File: src/rtl/dl_ram_pkg.sv
// Shared definitions for the downlink ping-pong RAM write and read controllers.
package dl_ram_pkg;

    localparam int unsigned DATA_W      = 10;
    localparam int unsigned ADDR_W      = 7;
    localparam int unsigned FRAME_WORDS = 38;
    localparam int unsigned IDX_W       = 6;
    localparam int unsigned OVF_W       = 16;

    localparam logic [ADDR_W-1:0] BUF0_BASE = 7'd0;
    localparam logic [ADDR_W-1:0] BUF1_BASE = 7'd64;

    typedef enum logic [1:0] {
        S_IDLE = 2'd0,
        S_WR   = 2'd1,
        S_DROP = 2'd2
    } wr_fsm_e;

endpackage

File: src/rtl/dl_ram_buf_tracker.sv
// Per-buffer full flag: set by the writer, cleared by a rising read-done level.
module dl_ram_buf_tracker (
    input  logic clk,
    input  logic nRst,
    input  logic set_full,
    input  logic rd_state_i,
    output logic wr_state_o,
    output logic free_o
);

    logic rd_d;
    logic rel_q;
    logic full_q;

    // Release is registered once more so the writer sees it as a single decision
    always_ff @(posedge clk or negedge nRst) begin
        if (!nRst) begin
            rd_d   <= 1'b0;
            rel_q  <= 1'b0;
            full_q <= 1'b0;
        end else begin
            rd_d  <= rd_state_i;
            rel_q <= rd_state_i & ~rd_d;
            if (set_full) begin
                full_q <= 1'b1;
            end else if (rel_q && full_q) begin
                full_q <= 1'b0;
            end
        end
    end

    assign wr_state_o = full_q;
    assign free_o     = ~full_q;

endmodule

File: src/rtl/dl_ram_wr_control.sv
// Packs the input word stream into 38-word frames written alternately into
// the two halves of the downlink ping-pong RAM; drops frames when the target is unread.
module dl_ram_wr_control
    import dl_ram_pkg::*;
(
    input  logic              clk,
    input  logic              nRst,
    input  logic              dinValid,
    input  logic              dinSof,
    input  logic [DATA_W-1:0] din,
    input  logic [1:0]        DlRAM_rd_state,
    output logic [1:0]        DlRAM_wr_state,
    output logic              wrRAMEn,
    output logic [ADDR_W-1:0] wrRAMAddr,
    output logic [DATA_W-1:0] wrRAMData,
    output logic              ovfPulse,
    output logic [OVF_W-1:0]  ovfCount,
    output logic              sofErrPulse
);

    localparam logic [IDX_W-1:0] LAST_IDX = IDX_W'(FRAME_WORDS - 1);

    wr_fsm_e           state_q, state_d;
    logic [IDX_W-1:0]  idx_q, idx_d, wr_idx;
    logic              tgt_q, tgt_d;
    logic [1:0]        done_q, done_d;
    logic [1:0]        buf_free;
    logic              tgt_free;
    logic              sof_hit;
    logic              wr_en_d, ovf_d, sof_err_d;
    logic [ADDR_W-1:0] wr_addr_d;
    logic [DATA_W-1:0] wr_data_d;
    logic [OVF_W-1:0]  ovf_cnt_d;

    for (genvar i = 0; i < 2; i++) begin : g_buf
        dl_ram_buf_tracker u_trk (
            .clk        (clk),
            .nRst       (nRst),
            .set_full   (done_q[i]),
            .rd_state_i (DlRAM_rd_state[i]),
            .wr_state_o (DlRAM_wr_state[i]),
            .free_o     (buf_free[i])
        );
    end

    assign tgt_free = tgt_q ? buf_free[1] : buf_free[0];
    assign sof_hit  = dinValid & dinSof;

    always_ff @(posedge clk or negedge nRst) begin
        if (!nRst) begin
            state_q <= S_IDLE;
        end else begin
            state_q <= state_d;
        end
    end

    always_comb begin
        state_d = state_q;
        case (state_q)
            S_IDLE, S_DROP: begin
                if (sof_hit) begin
                    state_d = tgt_free ? S_WR : S_DROP;
                end
            end
            S_WR: begin
                if (dinValid && !dinSof && idx_q == LAST_IDX) begin
                    state_d = S_IDLE;
                end
            end
            default: state_d = S_IDLE;
        endcase
    end

    // Write port, index, target and drop accounting for the next cycle
    always_comb begin
        idx_d     = idx_q;
        tgt_d     = tgt_q;
        done_d    = 2'b00;
        wr_en_d   = 1'b0;
        wr_idx    = '0;
        ovf_d     = 1'b0;
        sof_err_d = 1'b0;
        ovf_cnt_d = ovfCount;
        case (state_q)
            S_IDLE, S_DROP: begin
                if (sof_hit) begin
                    if (tgt_free) begin
                        wr_en_d = 1'b1;
                        idx_d   = IDX_W'(1);
                    end else begin
                        ovf_d = 1'b1;
                        if (ovfCount != '1) begin
                            ovf_cnt_d = ovfCount + OVF_W'(1);
                        end
                    end
                end
            end
            S_WR: begin
                if (dinValid) begin
                    wr_en_d = 1'b1;
                    if (dinSof) begin
                        sof_err_d = 1'b1;
                        idx_d     = IDX_W'(1);
                    end else begin
                        wr_idx = idx_q;
                        if (idx_q == LAST_IDX) begin
                            idx_d          = '0;
                            tgt_d          = ~tgt_q;
                            done_d[tgt_q]  = 1'b1;
                        end else begin
                            idx_d = idx_q + IDX_W'(1);
                        end
                    end
                end
            end
            default: ;
        endcase
        wr_addr_d = wr_en_d ? (tgt_q ? BUF1_BASE : BUF0_BASE) + ADDR_W'(wr_idx) : wrRAMAddr;
        wr_data_d = wr_en_d ? din : wrRAMData;
    end

    always_ff @(posedge clk or negedge nRst) begin
        if (!nRst) begin
            idx_q       <= '0;
            tgt_q       <= 1'b0;
            done_q      <= 2'b00;
            wrRAMEn     <= 1'b0;
            wrRAMAddr   <= '0;
            wrRAMData   <= '0;
            ovfPulse    <= 1'b0;
            ovfCount    <= '0;
            sofErrPulse <= 1'b0;
        end else begin
            idx_q       <= idx_d;
            tgt_q       <= tgt_d;
            done_q      <= done_d;
            wrRAMEn     <= wr_en_d;
            wrRAMAddr   <= wr_addr_d;
            wrRAMData   <= wr_data_d;
            ovfPulse    <= ovf_d;
            ovfCount    <= ovf_cnt_d;
            sofErrPulse <= sof_err_d;
        end
    end

endmodule

File: config.mk
export PLATFORM = sky130hd
export DESIGN_NAME = dl_ram_wr_control
export DESIGN_NICKNAME = d
export VERILOG_FILES = /design/src/rtl/dl_ram_pkg.sv /design/src/rtl/dl_ram_buf_tracker.sv /design/src/rtl/dl_ram_wr_control.sv
export SDC_FILE = /design/constraint.sdc
export NUM_CORES = 1
export LEC_CHECK = 0
export CORE_MARGIN = 10
export CORE_UTILIZATION = 46
export CTS_BUF_LIST = sky130_fd_sc_hd__clkbuf_4 sky130_fd_sc_hd__clkbuf_8
export DETAILED_ROUTE_END_ITERATION = 7
export PLACE_DENSITY = 0.77
export SLEW_MARGIN = 30
export SYNTH_ARGS = -nofsm -noshare
export SYNTH_HDL_FRONTEND = slang
export SYNTH_SLANG_ARGS = --single-unit
File: constraint.sdc
create_clock -name clk -period 1.6 [get_ports clk]
set_clock_uncertainty 0.05 [all_clocks]
set_input_delay 0.4 -clock clk [delete_from_list [all_inputs] [get_ports clk]]
set_output_delay 0.4 -clock clk [all_outputs]
set_load 0.1 [all_outputs]
==> impl_metrics.env <==
export IMPL_worst_r2r_endpoint="ovfCount[1]$_DFFE_PN0P_"
export IMPL_worst_r2r_path_depth=4
export IMPL_cts_root_buf="sky130_fd_sc_hd__clkbuf_8"
export IMPL_io_pins=54
export IMPL_max_clock_path_buffers=2
export IMPL_post_dp_cell_area_um2=3730
export IMPL_wirelength_met1_mm=2.77
export IMPL_total_nets_final=336
export IMPL_worstSetupPathType="register to register"
export IMPL_synth_async_reset_ratio=1.00
export IMPL_cp_slowest_stage_delay_ps=590
export IMPL_post_route_cells_drive_above_1_share=0.469
export IMPL_critPathRequiredTime_ps=1740
export IMPL_cts_num_sinks=53
export IMPL_worstMarginPinSlew_ps=287
export IMPL_grt_ovfl_total=0
export IMPL_initial_utilization=0.487
export IMPL_mean_instance_size_in_the_synthesized_netlist_um2=11.0
export IMPL_cts_tree="built"
export IMPL_power_leakage_nw=1.94
export IMPL_die_w_um=91.4
export IMPL_setup_viol=14
export IMPL_top_layer="met4"
export IMPL_crit_arrival_ps=1910
export IMPL_timing_max_transition_violations_final=0
export IMPL_drt_total_wl_mm=7.44
export IMPL_r2r_start="ovfCount[11]$_DFFE_PN0P_"
export IMPL_wl_per_cell_um=19.3
export IMPL_path_max_fanout=3
export IMPL_drv_max_cap_violation_count=0
export IMPL_hold_path_class="primary input to async pin"
export IMPL_synth_sequential_area_ratio=0.566
export IMPL_die_area_um2=8350
export IMPL_min_period_over_period=1.11
export IMPL_synthAdderAreaFrac=0.0160
export IMPL_cts_clk_slew_worst_paths_ps=100
export IMPL_synth_area_in_simple_gates=0.221
export IMPL_route_antenna_remaining_nets=0
export IMPL_violations="setup timing"
export IMPL_met3_wire_length_um=525
export IMPL_final_critical_period_ps=1770
export IMPL_antenna_cells_inserted=0
export IMPL_vias_in_the_first_global_route=2165
export IMPL_grt_antenna_before_repair=0
export IMPL_synth_fp_nets=232
export IMPL_post_synth_mux_area_share=0.0277
export IMPL_core_area_um2=4820
export IMPL_worst_slew_margin=0.805
export IMPL_timing_critical_path_slowest_stage_cell="sky130_fd_sc_hd__or4_4"
export IMPL_routed_wire_length_on_met2_mm=4.01
export IMPL_synthToLayoutAreaGrowth_pct=76.3
export IMPL_htree_levels=2
export IMPL_synth_seq_cells=53
export IMPL_dpl_worst_slack_ps=-515
export IMPL_core_utilization_of_the_finished_layout=0.858
export IMPL_cp_num_buf_inv=0
export IMPL_detail_route_vias_per_cell=5.25
export IMPL_grt_pass1_wl_mm=11.1
export IMPL_synth_compound_area_share=0.0977
export IMPL_numPlacedInstances=370
export IMPL_cpLargestDelayFamily="simple AND/OR/NAND/NOR gates"
export IMPL_grt_start_max_net_pins=54
export IMPL_synth_top_flop_cell="sky130_fd_sc_hd__dfrtp_1"
export IMPL_num_rows=25
export IMPL_detail_route_first_pass_iterations=4
export IMPL_layout_common_cells="sky130_fd_sc_hd__nand2_1, sky130_fd_sc_hd__buf_12, sky130_fd_sc_hd__dfrtp_1, sky130_fd_sc_hd__buf_4, sky130_fd_sc_hd__buf_6"
export IMPL_hold_viol_final=0
export IMPL_setup_ws_ps=-170
export IMPL_max_freq_mhz=565
export IMPL_setup_tns_ps=-728
export IMPL_reg2reg_slack_ps=-170
export IMPL_synth_edff_count=0
export IMPL_power_density_nw_per_um2=744
export IMPL_rsz0062_at_grt="yes"
export IMPL_track_usage=0.163
export IMPL_post_synth_inst_count=213
export IMPL_detailedRoute_firstIterationViolations=103
export IMPL_finalNonFillerCells=385
export IMPL_numCtsBuffers=5
export IMPL_yosysWarnings=0
export IMPL_worst_setup_path_start_kind="register"
export IMPL_run_status="complete, but fails checks"
export IMPL_synthXorXnorAreaFrac=0.0448
export IMPL_detailed_place_hpwl_mm=4.77
export IMPL_detailroute_via_count=2020
export IMPL_routabilityCongestion=0.810
export IMPL_mostFrequentLayoutCell="sky130_fd_sc_hd__nand2_1"
export IMPL_finalInstanceArea_um2=4130
export IMPL_drc_errors=0
export IMPL_end_kind="register"
export IMPL_ir_worst_vdd_v=0.000752
export IMPL_postCtsHoldBufs=0
export IMPL_clock_insertion_delay_worst_skew_ps=300
export IMPL_die_y_um=91.4
export IMPL_io_buffer_count=53
export IMPL_critical_path_cell_chain="nand2_1, or4_4, o21ai_4, mux2_4"
export IMPL_synth_cell_type_count=45
export IMPL_synth_top_family_by_area="simple AND/OR/NAND/NOR gates"
export IMPL_syn_cell_area_um2=2340
-- stage by stage --
step / hold WS [ps] / power [mW]
floorplan: 54.4 / 1.81
global placement: 334 / 2.12
detailed placement: 346 / 2.14
CTS: 38.2 / 3.09
global route: 35.6 / 3.18
finish: 16.4 / 3.07
-- sequential cells by signal, indices dropped and copies added (netlist names) --
| name | cells |
|---|---|
| wrRAMData | 10 |
| state_q | 2 |
| g_buf.u_trk.rd_d | 2 |
| idx_q | 6 |
| ovfPulse | 1 |
| wrRAMAddr | 7 |
| tgt_q | 1 |
| wrRAMEn | 1 |
| g_buf.u_trk.rel_q | 2 |
| ovfCount | 16 |
| sofErrPulse | 1 |
| done_q | 2 |
| g_buf.u_trk.wr_state_o | 2 |
-- kinds of logic after synthesis --
logic type / Yosys count
XOR/XNOR: 12
flip-flops: 53
multiplexers: 5
buffers and inverters: 12
AO/OA/AOI/OAI: 32
AND/OR/NAND/NOR: 96
adder cells (fa/ha/maj): 3
-- power by group --
group	leakage, nW	switching [mW]	internal, mW
clock	0.0619	0.431	0.528
combinational	1.21	0.410	0.251
sequential	0.664	0.0624	1.39
-- worst register-to-register path: stages, from the launching register on --
cell,delay (ps)
sky130_fd_sc_hd__dfrtp_4,430
sky130_fd_sc_hd__nand2_1,100
sky130_fd_sc_hd__or4_4,590
sky130_fd_sc_hd__o21ai_4,180
sky130_fd_sc_hd__mux2_4,310
-- area by class of cell --
| cell class | count | area (µm²) |
|---|---|---|
| Fill cell | 233 | 683 |
| Sequential cell | 53 | 1380 |
| Inverter | 5 | 18.8 |
| Clock inverter | 1 | 30.0 |
| Tap cell | 67 | 83.8 |
| Clock buffer | 7 | 90.1 |
| Multi-Input combinational cell | 148 | 1150 |
| Timing Repair Buffer | 104 | 1380 |
-- timing repair --
action                                  4_1_cts  5_1_grt
buffers inserted                              1        6
endpoints found under the setup margin       33       41
pin swaps                                     7       20
gates resized for setup                      19       33
-- per-layer routing --
layer  vias up  track usage
met5         -            0
met4         0       0.0522
met3        10       0.0584
met2        73        0.298
met1       998        0.169
li1        939            -
-- cell usage after synthesis, types with 2 or more instances --
cell | n | area share
sky130_fd_sc_hd__dfrtp_1 | 53 | 0.57
sky130_fd_sc_hd__nand2_1 | 46 | 0.074
sky130_fd_sc_hd__nor2_1 | 8 | 0.013
sky130_fd_sc_hd__a22o_1 | 7 | 0.026
sky130_fd_sc_hd__o21ai_0 | 7 | 0.015
sky130_fd_sc_hd__xnor2_1 | 7 | 0.026
sky130_fd_sc_hd__a21oi_1 | 6 | 0.013
sky130_fd_sc_hd__nand3_1 | 6 | 0.013
sky130_fd_sc_hd__and3_1 | 5 | 0.013
sky130_fd_sc_hd__xor2_1 | 5 | 0.019
sky130_fd_sc_hd__buf_4 | 4 | 0.013
sky130_fd_sc_hd__inv_1 | 4 | 0.0064
sky130_fd_sc_hd__nor2b_1 | 4 | 0.011
sky130_fd_sc_hd__nor3_1 | 4 | 0.0085
sky130_fd_sc_hd__a21o_1 | 3 | 0.0096
sky130_fd_sc_hd__ha_1 | 3 | 0.016
sky130_fd_sc_hd__nand4_1 | 3 | 0.0080
sky130_fd_sc_hd__nor3b_1 | 3 | 0.0096
sky130_fd_sc_hd__and2_1 | 2 | 0.0053
sky130_fd_sc_hd__buf_2 | 2 | 0.0043
sky130_fd_sc_hd__mux2i_1 | 2 | 0.0085
sky130_fd_sc_hd__nor4b_1 | 2 | 0.0075
sky130_fd_sc_hd__nor4bb_1 | 2 | 0.0085
sky130_fd_sc_hd__o211ai_1 | 2 | 0.0064
sky130_fd_sc_hd__o21a_1 | 2 | 0.0064
sky130_fd_sc_hd__or3_1 | 2 | 0.0053
-- worst max path at each step --
| stage | slack, ps | from | endpoint | depth (start not counted) |
|---|---|---|---|---|
| after global placement | -440 | dinSof | idx_q[1]$_DFFE_PN0P_ | 5 |
| after detailed placement | -520 | dinSof | idx_q[1]$_DFFE_PN0P_ | 5 |
| after floorplan | -410 | ovfCount[12]$_DFFE_PN0P_ | ovfCount[1]$_DFFE_PN0P_ | 4 |
| after global routing | -200 | ovfCount[11]$_DFFE_PN0P_ | ovfCount[1]$_DFFE_PN0P_ | 4 |
| after CTS | -140 | ovfCount[5]$_DFFE_PN0P_ | ovfCount[1]$_DFFE_PN0P_ | 4 |
| final | -170 | ovfCount[11]$_DFFE_PN0P_ | ovfCount[1]$_DFFE_PN0P_ | 4 |
No activity file was read; power rests on OpenSTA's default activity.
